==> config.mk <==
export PLATFORM = sky130hd
export DESIGN_NAME = u_thermo_ramp
export DESIGN_NICKNAME = d
export VERILOG_FILES = /design/src/rtl/u_thermo_ramp.sv
export SDC_FILE = /design/constraint.sdc
export NUM_CORES = 1
export LEC_CHECK = 0
export ABC_AREA = 1
export CAP_MARGIN = 10
export CORE_UTILIZATION = 52
export DETAILED_ROUTE_END_ITERATION = 10
export GPL_TIMING_DRIVEN = 1
export HOLD_SLACK_MARGIN = 0.12
export PLACE_DENSITY = 0.87
export SLEW_MARGIN = 20
export SYNTH_ARGS = -nofsm -noshare
export SYNTH_HDL_FRONTEND = slang
export SYNTH_SLANG_ARGS = --single-unit
export TNS_END_PERCENT = 10
==> constraint.sdc <==
create_clock -name i_clk -period 5.8 [get_ports i_clk]
set_input_delay 1.16 -clock i_clk [delete_from_list [all_inputs] [get_ports i_clk]]
set_output_delay 1.16 -clock i_clk [all_outputs]
set_load 0.1 [all_outputs]
==> src/rtl/u_thermo_ramp.sv <==
// u_thermo_ramp
// Moves a binary level toward a commanded target by a fixed step each clock.
// The level is presented both as a binary value and as a thermometer code.
// The level lands exactly on the target, never passing it or wrapping.
// o_done pulses for one cycle in the cycle the target is reached.
//
// Optional feature, selected by the macro THERMO_RETARGET_EN:
//   defined   - o_ready stays high in every state. A command accepted
//               mid-ramp replaces the target and step. The direction is
//               re-evaluated from the current level. The abandoned target
//               produces no o_done.
//   undefined - o_ready is low while ramping, and i_valid is ignored there.
module u_thermo_ramp #(
    parameter int BW = 6
) (
    input  logic                i_clk,
    input  logic                i_rstn,
    input  logic                i_valid,
    output logic                o_ready,
    input  logic [BW-1:0]       i_in,
    input  logic [BW-1:0]       i_step,
    output logic [(2**BW)-1:0]  o_out,
    output logic [BW-1:0]       o_level,
    output logic                o_done
);

    // Thermometer width. Levels run 0..TW-1, so the top bit is never set.
    localparam int TW = 2 ** BW;
    // Internal arithmetic width. It has one spare bit, so differences and
    // sums of levels and steps never overflow.
    localparam int LW = BW + 1;

    typedef enum logic [1:0] {
        IDLE      = 2'd0,
        RAMP_UP   = 2'd1,
        RAMP_DOWN = 2'd2
    } state_t;

    state_t        state_q, state_d;
    logic [BW-1:0] level_q, level_d;
    logic [BW-1:0] tgt_q,   tgt_d;
    logic [BW-1:0] step_q,  step_d;
    logic [TW-1:0] out_q,   out_d;
    logic          done_q,  done_d;
    logic          ready_q, ready_d;

    logic          accept;
    logic          move;
    logic [LW-1:0] lvl_w;
    logic [LW-1:0] tgt_w;
    logic [LW-1:0] next_w;

    // A zero step would stall the ramp forever, so it is promoted to one.
    function automatic logic [BW-1:0] norm_step(input logic [BW-1:0] s);
        return (s == '0) ? BW'(1) : s;
    endfunction

    // Smaller of two widened operands.
    function automatic logic [LW-1:0] min_w(input logic [LW-1:0] a,
                                            input logic [LW-1:0] b);
        return (a < b) ? a : b;
    endfunction

    // One ramp step toward the target.
    // The step is clamped to the remaining distance, so the level never
    // passes the target. An equal target returns the level unchanged.
    function automatic logic [LW-1:0] move_toward(input logic [LW-1:0] lvl,
                                                  input logic [LW-1:0] tgt,
                                                  input logic [LW-1:0] stp);
        logic [LW-1:0] res;
        if (tgt > lvl) begin
            res = lvl + min_w(stp, tgt - lvl);
        end else begin
            res = lvl - min_w(stp, lvl - tgt);
        end
        return res;
    endfunction

    // Thermometer code: the low 'lvl' bits set, all others clear.
    function automatic logic [TW-1:0] thermo(input logic [BW-1:0] lvl);
        return ~({TW{1'b1}} << lvl);
    endfunction

    // A command is taken when the source offers it and the block is ready.
    assign accept = i_valid & ready_q;

    // Latch the target and the normalised step whenever a command is accepted.
    always_comb begin
        tgt_d  = tgt_q;
        step_d = step_q;
        if (accept) begin
            tgt_d  = i_in;
            step_d = norm_step(i_step);
        end
    end

    // Next state, level, done pulse, thermometer image and ready flag.
    always_comb begin
        state_d = state_q;
        level_d = level_q;
        done_d  = 1'b0;
        move    = 1'b0;

        case (state_q)
            // The level only moves once a command arrives. The step is
            // applied on the accepting edge, so the first change shows in
            // the very next cycle.
            IDLE:      move = accept;
            // While ramping, the level steps every cycle toward the target
            // in tgt_d. With retargeting, a fresh command has already
            // replaced that target here.
            RAMP_UP,
            RAMP_DOWN: move = 1'b1;
            default: begin
                move    = 1'b0;
                state_d = IDLE;
            end
        endcase

        lvl_w  = {1'b0, level_q};
        tgt_w  = {1'b0, tgt_d};
        next_w = move_toward(lvl_w, tgt_w, {1'b0, step_d});

        if (move) begin
            level_d = next_w[BW-1:0];
            if (next_w == tgt_w) begin
                // Target reached, either by this step or because the
                // command matched the current level.
                state_d = IDLE;
                done_d  = 1'b1;
            end else if (tgt_w > lvl_w) begin
                state_d = RAMP_UP;
            end else begin
                state_d = RAMP_DOWN;
            end
        end

        // Both output images come from the same next level, so they
        // always agree.
        out_d = thermo(level_d);

`ifdef THERMO_RETARGET_EN
        ready_d = 1'b1;
`else
        ready_d = (state_d == IDLE);
`endif
    end

    // Register all state and outputs. Reset aborts any ramp at once,
    // with no done pulse.
    always_ff @(posedge i_clk or negedge i_rstn) begin
        if (!i_rstn) begin
            state_q <= IDLE;
            level_q <= '0;
            tgt_q   <= '0;
            step_q  <= BW'(1);
            out_q   <= '0;
            done_q  <= 1'b0;
            ready_q <= 1'b1;
        end else begin
            state_q <= state_d;
            level_q <= level_d;
            tgt_q   <= tgt_d;
            step_q  <= step_d;
            out_q   <= out_d;
            done_q  <= done_d;
            ready_q <= ready_d;
        end
    end

    assign o_out   = out_q;
    assign o_level = level_q;
    assign o_done  = done_q;
    assign o_ready = ready_q;

endmodule

==> After elaboration in Yosys (flattened, before gate mapping) <==
Index checks and enable logic that the tools add are counted.
{ "word_totals": {"ff_bits": 86, "latch_bits": 0, "mem_bits_rw": 0, "mem_bits_ro": 0, "in_bits": 15, "elab_cells": 39, "memories": 0} }
{ "classes": {"n_addsub": 4, "n_mul": 0, "div_mod_pow": 0, "order_cmp": 3, "eq_ne": 3, "shifts": 1, "mux": 14, "bitwise_logic": 2, "n_reduce_logical": 5} }
{ "op_table": {"columns": ["operator", "n"], "rows": [
  ["64-bit NOT", 1],
  ["64-bit by 6-bit left shift with 64-bit output, first input constant", 1],
  ["6-bit 2-to-1 mux", 4],
  ["7-bit 2-to-1 mux", 3],
  ["6-bit by 7-bit < comparator with 1-bit output", 2],
  ["6-bit by 6-bit subtractor with 7-bit output", 2],
  ["2-bit 2-to-1 mux", 4],
  ["6-bit by 7-bit adder with 7-bit output", 1],
  ["7-bit by 6-bit equality test with 1-bit output", 1],
  ["6-bit by 7-bit subtractor with 7-bit output", 1],
  ["6-bit greater-than comparator", 1],
  ["6-bit zero test", 1],
  ["2-bit zero test", 2],
  ["3-bit OR reduction", 1],
  ["2-bit by 1-bit equality test with 1-bit output, second input constant", 1],
  ["2-bit equality test, second input constant", 1],
  ["1-bit 2-to-1 mux", 2],
  ["1-bit case mux with 2 select lines", 1],
  ["2-bit OR reduction", 1],
  ["1-bit AND", 1]
]} }

==> Depth between registers and ports, before layout <==
{ "depth": {"ltp_word": 11, "mapped_depth": 39} }

==> Worst setup path after synthesis <==
Ideal clock, no wire load.
{ "synth_path": {"kind": "in2reg", "from": "input port i_valid", "to": "register out_q[5] (netlist: o_out[5])", "setup_ns": 0.125, "t_arrival_ns": 5.892, "path_slack_ns": -0.216, "path_stages": 29, "cell_sequence": "nand2_4 -> o21ai_0 -> inv_1 -> fa_1 -> o21ai_0 -> xor2_1 -> inv_1 -> ha_1 -> a21oi_1 -> nor2_1 -> o22ai_2 -> nand2_4 -> nand2_1 -> o21ai_2 -> ha_1 -> xor2_1 -> nand2_1 -> o21ai_0 -> ha_1 -> a21oi_1 -> o21ai_1 -> a21o_1 -> a21oi_1 -> xor2_1 -> or2_1 -> o21ai_2 -> nor2_1 -> buf_2 -> nand2_1"} }
{ "synth_via": {"elab_chain_cells": 10, "elab_cells_between_ends": 17, "classes_between": "add/sub (4); order compare (3); shift (1); mux (7); bitwise (2)"} }
{ "synth_rtl": {"columns": ["element", "line", "source"], "rows": [
  ["start, declared", "18", "input logic i_valid,"],
  ["1-bit AND *", "85", "assign accept = i_valid & ready_q;"],
  ["6-bit 2-to-1 mux *", "91", "if (accept) begin"],
  ["net tgt_d[1]", "41", "logic [BW-1:0] tgt_q, tgt_d;"],
  ["6-bit by 6-bit subtractor with 7-bit output, on equally long branches", "74, 72", null],
  ["6-bit by 7-bit < comparator with 1-bit output", "61", "return (a < b) ? a : b;"],
  ["7-bit 2-to-1 mux", "61", null],
  ["6-bit by 7-bit subtractor with 7-bit output or 6-bit by 7-bit adder with 7-bit output (tied branches)", "74, 72", null],
  ["7-bit 2-to-1 mux *", "71", "if (tgt > lvl) begin"],
  ["6-bit 2-to-1 mux *", "124", "if (move) begin"],
  ["net level_d[5]", "40", "logic [BW-1:0] level_q, level_d;"],
  ["64-bit by 6-bit left shift with 64-bit output *", "81", "return ~({TW{1'b1}} << lvl);"],
  ["64-bit NOT *", "81", null],
  ["net out_d[5]", "43", "logic [TW-1:0] out_q, out_d;"],
  ["end signal, assigned", "165", "out_q <= out_d;"],
  ["end, declared", "43", null]
]} }
Mark *: on every way through the listed nets, which the timed path passes. The rest lies on a longest branch.

==> Worst setup path after layout <==
{ "layout_path": {"from": "input port i_in[5]", "to": "register out_q[16] (netlist: o_out[16])"} }
{ "layout_via": {"elab_chain_cells": 9, "elab_cells_between_ends": 14, "classes_between": "add/sub (4); order compare (3); shift (1); mux (5); bitwise (1)"} }
{ "layout_rtl": {"columns": ["element", "line", "source"], "rows": [
  ["start, declared", "20", "input logic [BW-1:0] i_in,"],
  ["6-bit 2-to-1 mux *", "91", null],
  ["net tgt_d[5]", "41", null],
  ["6-bit by 6-bit subtractor with 7-bit output, on equally long branches", "74, 72", null],
  ["6-bit by 7-bit < comparator with 1-bit output", "61", null],
  ["7-bit 2-to-1 mux", "61", null],
  ["6-bit by 7-bit subtractor with 7-bit output or 6-bit by 7-bit adder with 7-bit output (tied branches)", "74, 72", null],
  ["7-bit 2-to-1 mux *", "71", null],
  ["6-bit 2-to-1 mux *", "124", null],
  ["64-bit by 6-bit left shift with 64-bit output *", "81", null],
  ["64-bit NOT *", "81", null],
  ["net out_d[16]", "43", null]
]} }
Marked as above.

==> flow_metrics.tcl <==
set metrics [dict create \
    areaGrowthSynthToFinish_pct 53.95 \
    antenna_found_initial 0 \
    cts_tree "yes" \
    required_ns 6.04 \
    reg2reg_to "o_out[16]$_DFF_PN0_" \
    cts_root_buf "clkbuf_8" \
    netlist-cell-type-count 40 \
    avgSynthCellArea_um2 8.874 \
    grt_start_max_net_pins 85 \
    cp_top_family "compound AO/OA/AOI/OAI gates" \
    final-seq-area_um2 2105 \
    yosysWarnings 0 \
    fmax_mhz 169.3 \
    port_buffers 85 \
    core-area_um2 8217 \
    grt_setup_unrepaired "yes" \
    seq_area_frac_synth_pct 47.43 \
    drtIter0Drc 252 \
    timing.rr.start "o_ready$_DFF_PN1_" \
    ant_nets 0 \
    setup_viol 1 \
    max_stage_delay_ns 0.48 \
    synth_top_family_by_area "simple AND/OR/NAND/NOR gates" \
    synth_area_um2 4437 \
    hold_violations 0 \
    hp-class "reg -> reg" \
    clk_pin_slew_worst_paths_ns 0.12 \
    setup_slack_ns -0.1067 \
    critPathBufInv 8 \
    drc 0 \
    worstSetupPathType "in -> reg" \
    post-route-period-util_pct 101.8 \
    ys_ff_latch 84 \
    r2r_cells 28 \
    finalCriticalPeriod_ns 5.907 \
    cts_max_level 3 \
    dr.pass1.iters 6 \
    multi_input_area_um2 2364 \
    drv_cap 0 \
    startpoint_type "input pin" \
    synth-edff-count 0 \
    track_usage_pct 34.81 \
    netlist_instances 500 \
    synth_compound_area_share_pct 10.94 \
    grt_first_pass_wirelength_mm 22.89 \
    outcome "complete, but fails checks" \
    relSlewSlack_pct 30.06 \
    synth_ff_type "dfrtp_1" \
    worstPathArrival_ns 6.14 \
    cts-buffers-inserted 9 \
    via_count 4378 \
    diodes 0 \
    rrSetupSlack_ns 0.14 \
    fin_setup_tns_ns -0.1067 \
    violations "setup timing" \
    crit_end "o_out[16]$_DFF_PN0_" \
    crit_path_start "i_in[5]" \
    die_h_um 94.37 \
    ys_async_sr_fraction_pct 100.0 \
    die-area_um2 8906 \
    wire_per_inst_um 20.13 \
    routed_wl_mm 16.00 \
    finClkSkew_ns 0.02101 \
    crit_cells 29 \
    layout_commonest_cell "buf_4" \
    viasPerCell 5.507 \
    synth_xor_area_share_pct 3.553 \
    critPathCaptureType "flop" \
    synthAdderAreaFrac_pct 10.66 \
    hpwl_mm 9.311 \
    synth_fp_nets 551 \
    tightest_slew_ns 1.046 \
    ioPinCount 87 \
    synth_mux_area_share_pct 0 \
    final_cell_mix "94 x buf_4, 82 x dfrtp_1, 80 x nand2_1" \
    rows 33 \
    crit_path_top_delay_cell "o21ai_0" \
    start_util_pct 54.00 \
    clock-sinks 84 \
    grt_overflow 0 \
    drive_gt1_share_pct 34.20 \
    first_global_vias 4584 \
    cp_max_fo 7 \
    maxSlewViolCount 0 \
    clk-insertion-delay-late_ns 0.39 \
    fillers 438 \
    place.gp.congestion 0.9959 \
    die_w_um 94.37 \
    synthSimpleGateAreaFrac_pct 18.84 \
    max-clock-path-buffers 2 \
    fin_nets 736 \
]
per-stage QoR:
step	hold slack, ns	cell area, um2	cells	utilization (%)	setup WS (ns)
after floorplan	0.4797	4449	500	-	0.002793
after global placement	0.5731	5992	761	72.93	-0.8282
after detailed placement	0.5719	5992	761	72.93	-0.9613
after CTS	0.5970	6500	786	79.11	0.01194
after global routing	0.6420	6830	795	83.13	-0.2701
final	0.6199	6830	795	83.13	-0.1067
layout make-up:
type / count / share of cell area (%)
clock buffers: 9 / 1.814
inverters: 77 / 4.341
clock inverters: 7 / 1.099
flip-flops and latches: 84 / 30.81
repair buffers: 188 / 25.41
multi-input cells: 325 / 34.60
well taps: 105 / 1.923
per-layer routing:
metal  wire, um  global-route usage (%)
met5          0                       0
met1       5839                   38.17
met4        874                   19.10
met3       1063                   8.374
met2       8226                   61.71
worst min path at each step:
stage                              startpoint                  end  slack, ns  depth (start not counted)
after floorplan            tgt_q[3]$_DFF_PN0_   tgt_q[3]$_DFF_PN0_       0.48                          2
after global placement     tgt_q[5]$_DFF_PN0_   tgt_q[5]$_DFF_PN0_       0.57                          3
after detailed placement  step_q[3]$_DFF_PN0_  step_q[3]$_DFF_PN0_       0.57                          2
after CTS                 step_q[3]$_DFF_PN0_  step_q[3]$_DFF_PN0_       0.60                          2
after global routing      step_q[3]$_DFF_PN0_  step_q[3]$_DFF_PN0_       0.64                          2
final                     step_q[3]$_DFF_PN0_  step_q[3]$_DFF_PN0_       0.62                          2
synth_stat cells, types with 3 or more instances:
| cell type | n | share of area, % |
|---|---|---|
| nand2_2 | 10 | 1.4 |
| nor2_2 | 6 | 0.85 |
| nand2_1 | 91 | 7.7 |
| buf_4 | 4 | 0.68 |
| o21ai_1 | 8 | 0.90 |
| nand3_1 | 14 | 1.6 |
| xnor2_1 | 3 | 0.59 |
| a21oi_1 | 28 | 3.2 |
| a21o_1 | 4 | 0.68 |
| inv_1 | 71 | 6.0 |
| fa_1 | 3 | 1.4 |
| or2_2 | 4 | 0.56 |
| nand2_4 | 3 | 0.76 |
| nor2_1 | 50 | 4.2 |
| inv_2 | 5 | 0.42 |
| o21ai_0 | 28 | 3.2 |
| buf_2 | 8 | 0.90 |
| xor2_1 | 15 | 3.0 |
| dfrtp_1 | 82 | 46 |
| ha_1 | 33 | 9.3 |
| o21ai_2 | 6 | 1.2 |
worst min-delay path, stage by stage (launching register included):
cell,delay (ns)
dfrtp_1,0.34
nand2_1,0.05
nand2_1,0.17
what timing repair did:
action                     4_1_cts  5_1_grt
hold buffers                     0        0
setup endpoints to repair       69       70
gates cloned                     1        1
pin swaps                       19       49
setup buffers                    8        8
gates resized for setup         45       70
flip-flops by register name, indices dropped and copies added (netlist names):
signal   count
o_ready      1
state_q      2
o_done       1
tgt_q        6
o_level      5
o_out       63
step_q       6
logic make-up after synthesis:
| kind of cell | after synthesis |
|---|---|
| and+or+nand+nor | 188 |
| buffers and inverters | 91 |
| DFF | 84 |
| AOI/OAI and AO/OA | 82 |
| adders and majority gates | 36 |
| xor gates and xnor gates | 18 |
| other | 1 |
Power is left out: the tool's default activity adds up to more than one toggle a clock period on the data nets, which glitch-free logic cannot reach.
